## src/rtl/regfile_write_arbiter.sv

```systemverilog
// rtl/regfile_write_arbiter.sv - two-requester register-file write arbiter
// Purpose: buffers one ALU and one MEM writeback request each and issues
//   at most one register-file write per cycle, using round-robin between
//   requesters and age order when both target the same register.
// Ports:
//   clk, rst                 clock, asynchronous active-high reset
//   halt_sys                 stop accepting and issuing while high
//   alu_valid/ready/addr/long/data   ALU writeback request channel
//   mem_valid/ready/addr/data        load writeback request channel
//   write_en, R0_en, write_address, write_data   registered write port
//   pending                  one bit per register with a buffered write
//   commit_cnt               wrapping count of issued writes
module regfile_write_arbiter #(
  parameter int CNT_W = 16
) (
  input  logic             clk,
  input  logic             rst,
  input  logic             halt_sys,
  input  logic             alu_valid,
  output logic             alu_ready,
  input  logic [3:0]       alu_addr,
  input  logic             alu_long,
  input  logic [31:0]      alu_data,
  input  logic             mem_valid,
  output logic             mem_ready,
  input  logic [3:0]       mem_addr,
  input  logic [15:0]      mem_data,
  output logic             write_en,
  output logic             R0_en,
  output logic [3:0]       write_address,
  output logic [31:0]      write_data,
  output logic [15:0]      pending,
  output logic [CNT_W-1:0] commit_cnt
);

  typedef enum logic {RUN = 1'b0, HALTED = 1'b1} state_t;

  state_t            state_q, state_d;
  logic              alu_v_q, alu_v_d;
  logic [3:0]        alu_addr_q, alu_addr_d;
  logic              alu_long_q, alu_long_d;
  logic [31:0]       alu_data_q, alu_data_d;
  logic              alu_age_q, alu_age_d;
  logic              mem_v_q, mem_v_d;
  logic [3:0]        mem_addr_q, mem_addr_d;
  logic [15:0]       mem_data_q, mem_data_d;
  logic              mem_age_q, mem_age_d;
  logic              last_alu_q, last_alu_d;
  logic              write_en_q, write_en_d;
  logic              r0_en_q, r0_en_d;
  logic [3:0]        write_address_q, write_address_d;
  logic [31:0]       write_data_q, write_data_d;
  logic [CNT_W-1:0]  commit_cnt_q, commit_cnt_d;

  logic halted, alu_acc, mem_acc, both, conflict, pick_alu, issue;
  logic grant_alu, grant_mem, alu_stay, mem_stay;

  always_comb begin
    // halt_sys gates the same cycle it rises, so an edge that moves the
    // FSM into HALTED never issues or accepts.
    halted    = (state_q == HALTED) || halt_sys;
    state_d   = halt_sys ? HALTED : RUN;
    alu_acc   = alu_valid && !alu_v_q && !halted;
    mem_acc   = mem_valid && !mem_v_q && !halted;

    both      = alu_v_q && mem_v_q;
    conflict  = (alu_addr_q == mem_addr_q) || (alu_long_q && (mem_addr_q == 4'd0));
    if (both) pick_alu = conflict ? alu_age_q : !last_alu_q;
    else      pick_alu = alu_v_q;
    issue     = !halted && (alu_v_q || mem_v_q);
    grant_alu = issue && pick_alu;
    grant_mem = issue && !pick_alu;
    alu_stay  = alu_v_q && !grant_alu;
    mem_stay  = mem_v_q && !grant_mem;

    alu_v_d    = alu_v_q;
    alu_addr_d = alu_addr_q;
    alu_long_d = alu_long_q;
    alu_data_d = alu_data_q;
    alu_age_d  = alu_age_q;
    mem_v_d    = mem_v_q;
    mem_addr_d = mem_addr_q;
    mem_data_d = mem_data_q;
    mem_age_d  = mem_age_q;
    last_alu_d = last_alu_q;

    if (grant_alu) begin
      alu_v_d   = 1'b0;
      alu_age_d = 1'b0;
    end
    if (grant_mem) begin
      mem_v_d   = 1'b0;
      mem_age_d = 1'b0;
    end
    if (both && issue) last_alu_d = grant_alu;

    // Age bit set marks the older of two coexisting entries; a same-edge
    // pair orders ALU before MEM.
    if (alu_acc) begin
      alu_v_d    = 1'b1;
      alu_addr_d = alu_addr;
      alu_long_d = alu_long;
      alu_data_d = alu_data;
      alu_age_d  = !mem_stay;
      if (mem_stay) mem_age_d = 1'b1;
    end
    if (mem_acc) begin
      mem_v_d    = 1'b1;
      mem_addr_d = mem_addr;
      mem_data_d = mem_data;
      mem_age_d  = !(alu_stay || alu_acc);
      if (alu_stay) alu_age_d = 1'b1;
    end

    write_en_d      = issue;
    r0_en_d         = grant_alu && alu_long_q;
    write_address_d = write_address_q;
    write_data_d    = write_data_q;
    commit_cnt_d    = commit_cnt_q;
    if (issue) begin
      write_address_d = grant_alu ? alu_addr_q : mem_addr_q;
      write_data_d    = grant_alu ? alu_data_q : {16'h0000, mem_data_q};
      commit_cnt_d    = commit_cnt_q + {{(CNT_W-1){1'b0}}, 1'b1};
    end

    pending = 16'h0000;
    if (alu_v_q) pending[alu_addr_q] = 1'b1;
    if (alu_v_q && alu_long_q) pending[0] = 1'b1;
    if (mem_v_q) pending[mem_addr_q] = 1'b1;
  end

  always_ff @(posedge clk or posedge rst) begin
    if (rst) begin
      state_q         <= RUN;
      alu_v_q         <= 1'b0;
      alu_addr_q      <= 4'd0;
      alu_long_q      <= 1'b0;
      alu_data_q      <= 32'd0;
      alu_age_q       <= 1'b0;
      mem_v_q         <= 1'b0;
      mem_addr_q      <= 4'd0;
      mem_data_q      <= 16'd0;
      mem_age_q       <= 1'b0;
      last_alu_q      <= 1'b0;
      write_en_q      <= 1'b0;
      r0_en_q         <= 1'b0;
      write_address_q <= 4'd0;
      write_data_q    <= 32'd0;
      commit_cnt_q    <= '0;
    end else begin
      state_q         <= state_d;
      alu_v_q         <= alu_v_d;
      alu_addr_q      <= alu_addr_d;
      alu_long_q      <= alu_long_d;
      alu_data_q      <= alu_data_d;
      alu_age_q       <= alu_age_d;
      mem_v_q         <= mem_v_d;
      mem_addr_q      <= mem_addr_d;
      mem_data_q      <= mem_data_d;
      mem_age_q       <= mem_age_d;
      last_alu_q      <= last_alu_d;
      write_en_q      <= write_en_d;
      r0_en_q         <= r0_en_d;
      write_address_q <= write_address_d;
      write_data_q    <= write_data_d;
      commit_cnt_q    <= commit_cnt_d;
    end
  end

  assign alu_ready     = !alu_v_q && !halted;
  assign mem_ready     = !mem_v_q && !halted;
  assign write_en      = write_en_q;
  assign R0_en         = r0_en_q;
  assign write_address = write_address_q;
  assign write_data    = write_data_q;
  assign commit_cnt    = commit_cnt_q;

endmodule

```

## config.mk

```make
export PLATFORM = sky130hd
export DESIGN_NAME = regfile_write_arbiter
export DESIGN_NICKNAME = d
export VERILOG_FILES = /design/src/rtl/regfile_write_arbiter.sv
export SDC_FILE = /design/constraint.sdc
export NUM_CORES = 1
export LEC_CHECK = 0
export CORE_AREA = 2 2 86 121
export CTS_BUF_LIST = sky130_fd_sc_hd__clkbuf_16
export DETAILED_ROUTE_END_ITERATION = 8
export DIE_AREA = 0 0 88 123
export PLACE_DENSITY = 0.95
export SKIP_CTS_REPAIR_TIMING = 1
export SYNTH_ARGS = -nofsm -noshare
export SYNTH_HDL_FRONTEND = slang
export SYNTH_SLANG_ARGS = --single-unit
```

## constraint.sdc

```tcl
create_clock -name clk -period 10.9 [get_ports clk]
set_input_delay 1.635 -clock clk [delete_from_list [all_inputs] [get_ports clk]]
set_output_delay 1.635 -clock clk [all_outputs]
set_load 0.02 [all_outputs]
```

==> impl_metrics.py, run 1 <==
metrics = {
    "sta": {
        "maxSlewHeadroom_pct": 26.1,
        "rsz0062_at_grt": "false",
        "fin_crit_ns": 4.79,
        "setup_viol": 0,
        "max_freq_ghz": 0.209,
        "worst_pin_slew_ns": 1.11,
        "clock_skew_ns": 0.0116,
        "final_hold_viol_count": 0,
        "maxSlewViolCount": 0,
        "timing.final.crit_share_pct": 44.0,
        "tns_ns": 0,
    },
    "synth": {
        "synth_top_family_by_area": "multiplexers",
        "synth_fa_ha_area_share_pct": 0.251,
        "yosysSeqAreaShare_pct": 58.3,
        "synth.distinct_cells": 40,
        "synthSimpleGateAreaFrac_pct": 9.85,
        "ys.warnings.count": 0,
        "synth-edff-count": 0,
        "synthesis.nets": 435,
        "synthXorXnorAreaFrac_pct": 3.65,
        "ys_ff_latch": 116,
        "synth_area_leader_cell": "dfrtp_1",
        "synth_ff_type": "dfrtp_1",
        "ys_async_sr_fraction_pct": 100,
        "syn-cell-area_um2": 4980,
        "synth_mux_area_share_pct": 14.2,
        "syn_inst": 372,
        "yosysTopAreaCellShare_pct": 58.3,
        "ys_top_cells_by_area": "dfrtp_1 58%, mux2_1 13%, a221o_1 4.0%",
        "synth_compound_area_share_pct": 9.98,
        "synth.avg_cell_area_um2": 13.4,
    },
    "critical_path": {
        "critPathCaptureType": "output pin",
        "start_kind": "input port",
        "worstSetupPathType": "input port to output pin",
        "cp.arrival_ns": 3.16,
        "crit_fanout": 4,
        "cp.required_ns": 9.27,
    },
    "power": {
        "p_leak_uw": 0.00296,
        "ir_drop_v": 0.000179,
        "power.density_nw_per_um2": 285,
        "finalPower_uw": 1980,
    },
    "job": {
        "max_cap_viol_count": 0,
    },
    "place": {
        "io_buffer_count": 133,
        "dpl_cell_area_um2": 6370,
        "gp_congestion": 0.812,
        "hpwlAfterDp_um": 8090,
    },
    "routing": {
        "drt-met1-wl_um": 4590,
        "finalWirelength_um": 11900,
        "ant_nets": 0,
        "firstDrtPassIters": 4,
        "wl_met2_um": 6470,
        "route.met3.wl_um": 644,
        "top_layer_used": "met4",
        "routed_via_density": 5.52,
        "dr.first_iter.drc_count": 268,
        "wl_per_cell_um": 18.2,
        "drc": 0,
        "vias": 3605,
    },
    "layout": {
        "drive_gt1_share_pct": 9.65,
        "fin_nets": 568,
        "postLayoutCoreUtil_pct": 71.4,
        "areaGrowthSynthToFinish_pct": 39.8,
        "n_antenna_cell": 0,
        "finalInstanceArea_um2": 6960,
        "fillers": 675,
    },
    "global_route": {
        "grt-ovfl-total": 0,
        "track_usage_pct": 23.1,
        "grt_pass1_wl_um": 18800,
        "antenna_found_initial": 0,
        "grt_pass1_vias": 3852,
        "grt_max_degree": 60,
    },
    "floorplanning": {
        "die_x_um": 88,
        "rows": 43,
        "fp.dieH_um": 123,
        "coreArea_um2": 9740,
        "dieArea_um2": 10800,
        "start_util_pct": 51.1,
        "num_io_pins": 134,
    },
    "cts": {
        "clkTransAtPathRegs_ns": 0.06,
        "worstSkewPairLatency_ns": 0.40,
        "cts.sinks": 116,
        "htree_levels": 4,
        "cts_tree": "done",
        "cts_buffers": 17,
        "root_buffer": "clkbuf_16",
        "cts_max_path_buffers": 2,
    },
    "min_path": {
        "min_path_type": "flip-flop to flip-flop",
    },
    "status": {
        "status": "completed",
    },
}
==> cell families (layout without fill, tap and decap cells) <==
group / count (synthesis) / in the layout
xor+xnor: 19 / 19
mux: 62 / 62
simple gates: 84 / 84
flops: 116 / 116
fa+ha+maj: 1 / 1
buf+inv: 30 / 176
compound gates: 60 / 60
==> critical path, cell delays in order <==
cell             delay (ns)
clkdlybuf4s50_1        0.45
or2_1                  0.34
nor2_1                 0.12
clkdlybuf4s50_1        0.62
==> power by group <==
part | internal, µW | total, µW | leakage (µW) | switching [µW]
Sequential | 609 | 759 | 0.00144 | 150
Combinational | 352 | 675 | 0.00123 | 323
Clock | 357 | 551 | 0.000285 | 194
Total | 1320 | 1980 | 0.00296 | 667
==> layout by cell type, fill, tap and decap left out, types with 3 or more instances in the layout <==
cell and n:
and2_1 22, buf_4 4, clkinvlp_4 3, o22ai_1 14, dfrtp_1 116, nand3_1 11, a221o_1 20, nor2_1 9
bufinv_16 3, xnor2_1 13, inv_1 4, nand2_1 13, mux2_1 57, and3_1 3, nand2b_1 6, clkbuf_16 17
o211ai_1 3, xor2_1 4, clkinv_2 3, a22o_1 16, or2_1 4, inv_2 3, clkdlybuf4s50_1 133, nand4_1 3
==> through the flow <==
stage	setup slack, ns	std cells	hold slack (ns)
final	6.11	653	0.474
after global routing	6.05	653	0.491
after detailed placement	6.11	621	0.463
after floorplan	6.19	372	0.450
after CTS	6.10	653	0.474
after global placement	6.16	621	0.458
==> state kept, by name (all words and copies together), names as in the netlist, 4 cells and up <==
name and cells:
write_address 4, mem_data_q 16, alu_data_q 32, commit_cnt 16, write_data 32, mem_addr_q 4, alu_addr_q 4
==> final timing paths <==
kind	from	to	slack (ns)	cells past startpoint
max	halt_sys	alu_ready	6.11	4
min	commit_cnt[15]	commit_cnt[15]	0.47	1
max reg2reg	state_q	mem_data_q[7]	8.65	3
min reg2reg	commit_cnt[15]	commit_cnt[15]	0.47	1
max in group asynchronous	rst	mem_addr_q[2]	7.97	3
min in group asynchronous	rst	alu_data_q[20]	1.71	2
==> metal layers <==
layer | vias to the layer above | GRT usage [%]
met2 | 130 | 38.6
met5 | - | 0
met3 | 12 | 7.01
met1 | 1837 | 27.5
li1 | 1626 | -
met4 | 0 | 9.52
==> Yosys cell counts (all sizes together), types with 2 or more instances <==
library cell	number
clkbuf	4
buf	19
dfrtp	116
xnor2	15
o21ai	3
o21bai	2
nand2b	6
and2	22
o211ai	3
inv	7
or2	5
xor2	4
nand3b	2
mux2	59
nor2	10
nor3	2
a221o	20
a22o	16
nand2	14
nand3	11
mux2i	3
o22ai	14
nand4	3
and3	4
==> final cells by class <==
cell class	instances	area [µm²]	area share (%)
clock buffers	17	425	6.12
clock inverters	15	165	2.37
inverters	7	28.8	0.414
multi-input cells	226	1900	27.4
flip-flops and latches	116	2900	41.7
well taps	135	169	2.43
repair buffers	137	1360	19.6
Power figures use the tool's default switching activity.
==> run 2, diff against run 1 <==
--- a/config.mk
+++ b/config.mk
@@ -5,11 +5,11 @@
 export SDC_FILE = /design/constraint.sdc
 export NUM_CORES = 1
 export LEC_CHECK = 0
-export CORE_AREA = 2 2 86 121
+export CORE_AREA = 2 2 90 126
 export CTS_BUF_LIST = sky130_fd_sc_hd__clkbuf_16
 export DETAILED_ROUTE_END_ITERATION = 8
-export DIE_AREA = 0 0 88 123
-export PLACE_DENSITY = 0.95
+export DIE_AREA = 0 0 92 128
+export PLACE_DENSITY = 0.9
 export SKIP_CTS_REPAIR_TIMING = 1
 export SYNTH_ARGS = -nofsm -noshare
 export SYNTH_HDL_FRONTEND = slang
==> constraint.sdc (replaced) <==
create_clock -name clk -period 4.8 [get_ports clk]
set_input_delay 0.72 -clock clk [delete_from_list [all_inputs] [get_ports clk]]
set_output_delay 0.72 -clock clk [all_outputs]
set_load 0.02 [all_outputs]
==> run 2 against run 1 <==
Effect of this change:
- cell count increased by 0.61%
- core utilization decreased by 6.9 points
- die area increased by 8.8%
- hold slack got worse by 0.0015 ns
- global-route usage decreased by 2.7 points
- combinational power increased by 130%
- flip-flop and latch count unchanged
- first-iteration DRC count increased by 4.1%
- critical path type is now flip-flop to output pin
- highest routed layer unchanged
==> impl_metrics.py, run 2 (synthesized netlist as in run 1, its figures left out) <==
metrics = {
    "status": {
        "status": "completed",
    },
    "critical_path": {
        "slowest_delay_ns": 0.64,
        "critPathCaptureType": "output pin",
        "cp.required_ns": 4.08,
        "cp.arrival_ns": 2.39,
        "crit_path_cell_trace": "inv_2, or3_1, o22ai_1, clkdlybuf4s50_1",
        "worstSetupPathType": "flip-flop to output pin",
        "start_kind": "flip-flop",
        "crit_fanout": 12,
        "critPathSlowestCell": "dfrtp_1",
    },
    "place": {
        "io_buffer_count": 133,
        "hpwlAfterDp_um": 7910,
        "gp_congestion": 0.821,
        "dpl.cell_count": 628,
    },
    "job": {
        "max_cap_viol_count": 0,
    },
    "sta": {
        "tns_ns": 0,
        "rsz0062_at_grt": "false",
        "setup_viol": 0,
        "maxSlewViolCount": 0,
        "maxSlewHeadroom_pct": 22.0,
        "fin_crit_ns": 3.11,
        "clock_skew_ns": 0.00712,
        "final_hold_viol_count": 0,
        "worst_pin_slew_ns": 1.17,
        "timing.final.crit_share_pct": 64.7,
        "max_freq_ghz": 0.322,
    },
    "global_route": {
        "grt_pass1_wl_um": 18800,
        "use_met1_pct": 24.4,
        "antenna_found_initial": 0,
        "use_met3_pct": 6.00,
        "grt_busiest_layer": "met2",
        "grt-ovfl-total": 0,
        "globalRouteMet2Util_pct": 34.5,
        "track_usage_pct": 20.4,
        "grt_max_degree": 61,
        "grt_pass1_vias": 3815,
    },
    "layout": {
        "fin_nets": 569,
        "layout_common_cells": "133 x clkdlybuf4s50_1, 116 x dfrtp_1, 57 x mux2_1",
        "drive_gt1_share_pct": 8.53,
        "final_common_cell": "clkdlybuf4s50_1",
        "stdcell_count": 657,
        "fillers": 810,
        "areaGrowthSynthToFinish_pct": 38.8,
        "n_antenna_cell": 0,
    },
    "cts": {
        "worstSkewPairLatency_ns": 0.39,
        "cts_buffers": 17,
        "htree_levels": 4,
        "cts.sinks": 116,
        "cts_max_path_buffers": 2,
        "cts_tree": "done",
        "clkTransAtPathRegs_ns": 0.05,
        "root_buffer": "clkbuf_16",
    },
    "routing": {
        "drc": 0,
        "ant_nets": 0,
        "routed_via_density": 5.42,
        "firstDrtPassIters": 5,
        "vias": 3560,
        "dr.first_iter.drc_count": 279,
        "finalWirelength_um": 11400,
        "wl_per_cell_um": 17.4,
    },
    "floorplanning": {
        "start_util_pct": 46.5,
        "die_x_um": 92,
        "fp.dieH_um": 128,
        "coreArea_um2": 10700,
        "num_io_pins": 134,
        "dieArea_um2": 11800,
        "rows": 45,
    },
    "power": {
        "power.density_nw_per_um2": 633,
        "ir_drop_v": 0.000315,
        "p_leak_uw": 0.00295,
    },
    "min_path": {
        "min_path_type": "flip-flop to flip-flop",
    },
}
## run 2: changes by cell type in the layout (fill, tap and decap cells not counted), sizes merged
cell,previous run,this run
buf,4,5
bufinv,3,2
clkinvlp,3,0
inv,9,10
## run 2: stage by stage
stage | instance area [µm²] | setup slack [ns] | power, µW | hold slack [ns] | util, %
3_5_place_dp | 6380 | 1.66 | 3250 | 0.472 | 59.6
5_1_grt | 6910 | 1.59 | 4620 | 0.497 | 64.6
6_report | 6910 | 1.69 | 4370 | 0.473 | 64.6
3_3_place_gp | 6380 | 1.77 | 3170 | 0.465 | 59.6
2_1_floorplan | 4980 | 1.01 | 2640 | 0.450 | -
4_1_cts | 6910 | 1.73 | 4410 | 0.483 | 64.6
## run 2: final cells by class
type | count | area (µm²) | area share [%]
flip-flops and latches | 116 | 2900 | 42.0
multi-input cells | 226 | 1900 | 27.6
repair buffers | 138 | 1370 | 19.8
clock buffers | 17 | 425 | 6.16
well taps | 141 | 176 | 2.55
clock inverters | 12 | 101 | 1.47
inverters | 7 | 28.8 | 0.417
## run 2: path summary, 6_finish.rpt
path	startpoint	to	slack, ns	depth (start not counted)
worst max-delay path	alu_v_q	pending[3]	1.69	4
worst min-delay path	commit_cnt[15]	commit_cnt[15]	0.47	1
worst max register to register	state_q	mem_data_q[1]	2.51	3
worst min register to register	commit_cnt[15]	commit_cnt[15]	0.47	1
max in group asynchronous	rst	write_data[6]	2.96	3
min in group asynchronous	rst	write_data[27]	0.79	2
## run 2: metal layers
layer / part of all wire (%) / vias up
met1: 40 / 1779
li1: - / 1615
met4: 2.0 / 0
met2: 52 / 146
met5: 0 / -
met3: 6.0 / 20
## run 2: where the power goes
group	total [µW]	leakage (µW)	internal [µW]	switching [µW]
Sequential	1710	0.00144	1380	331
Clock	1130	0.000272	736	397
Combinational	1520	0.00123	800	725
Total	4370	0.00295	2920	1450
## run 2: critical path, delay by kind of cell, from the launching register on
| family | cells | cell delay, ns |
|---|---|---|
| AO/OA/AOI/OAI | 1 | 0.18 |
| buffers and inverters | 2 | 0.76 |
| flip-flops | 1 | 0.64 |
| AND/OR/NAND/NOR | 1 | 0.41 |
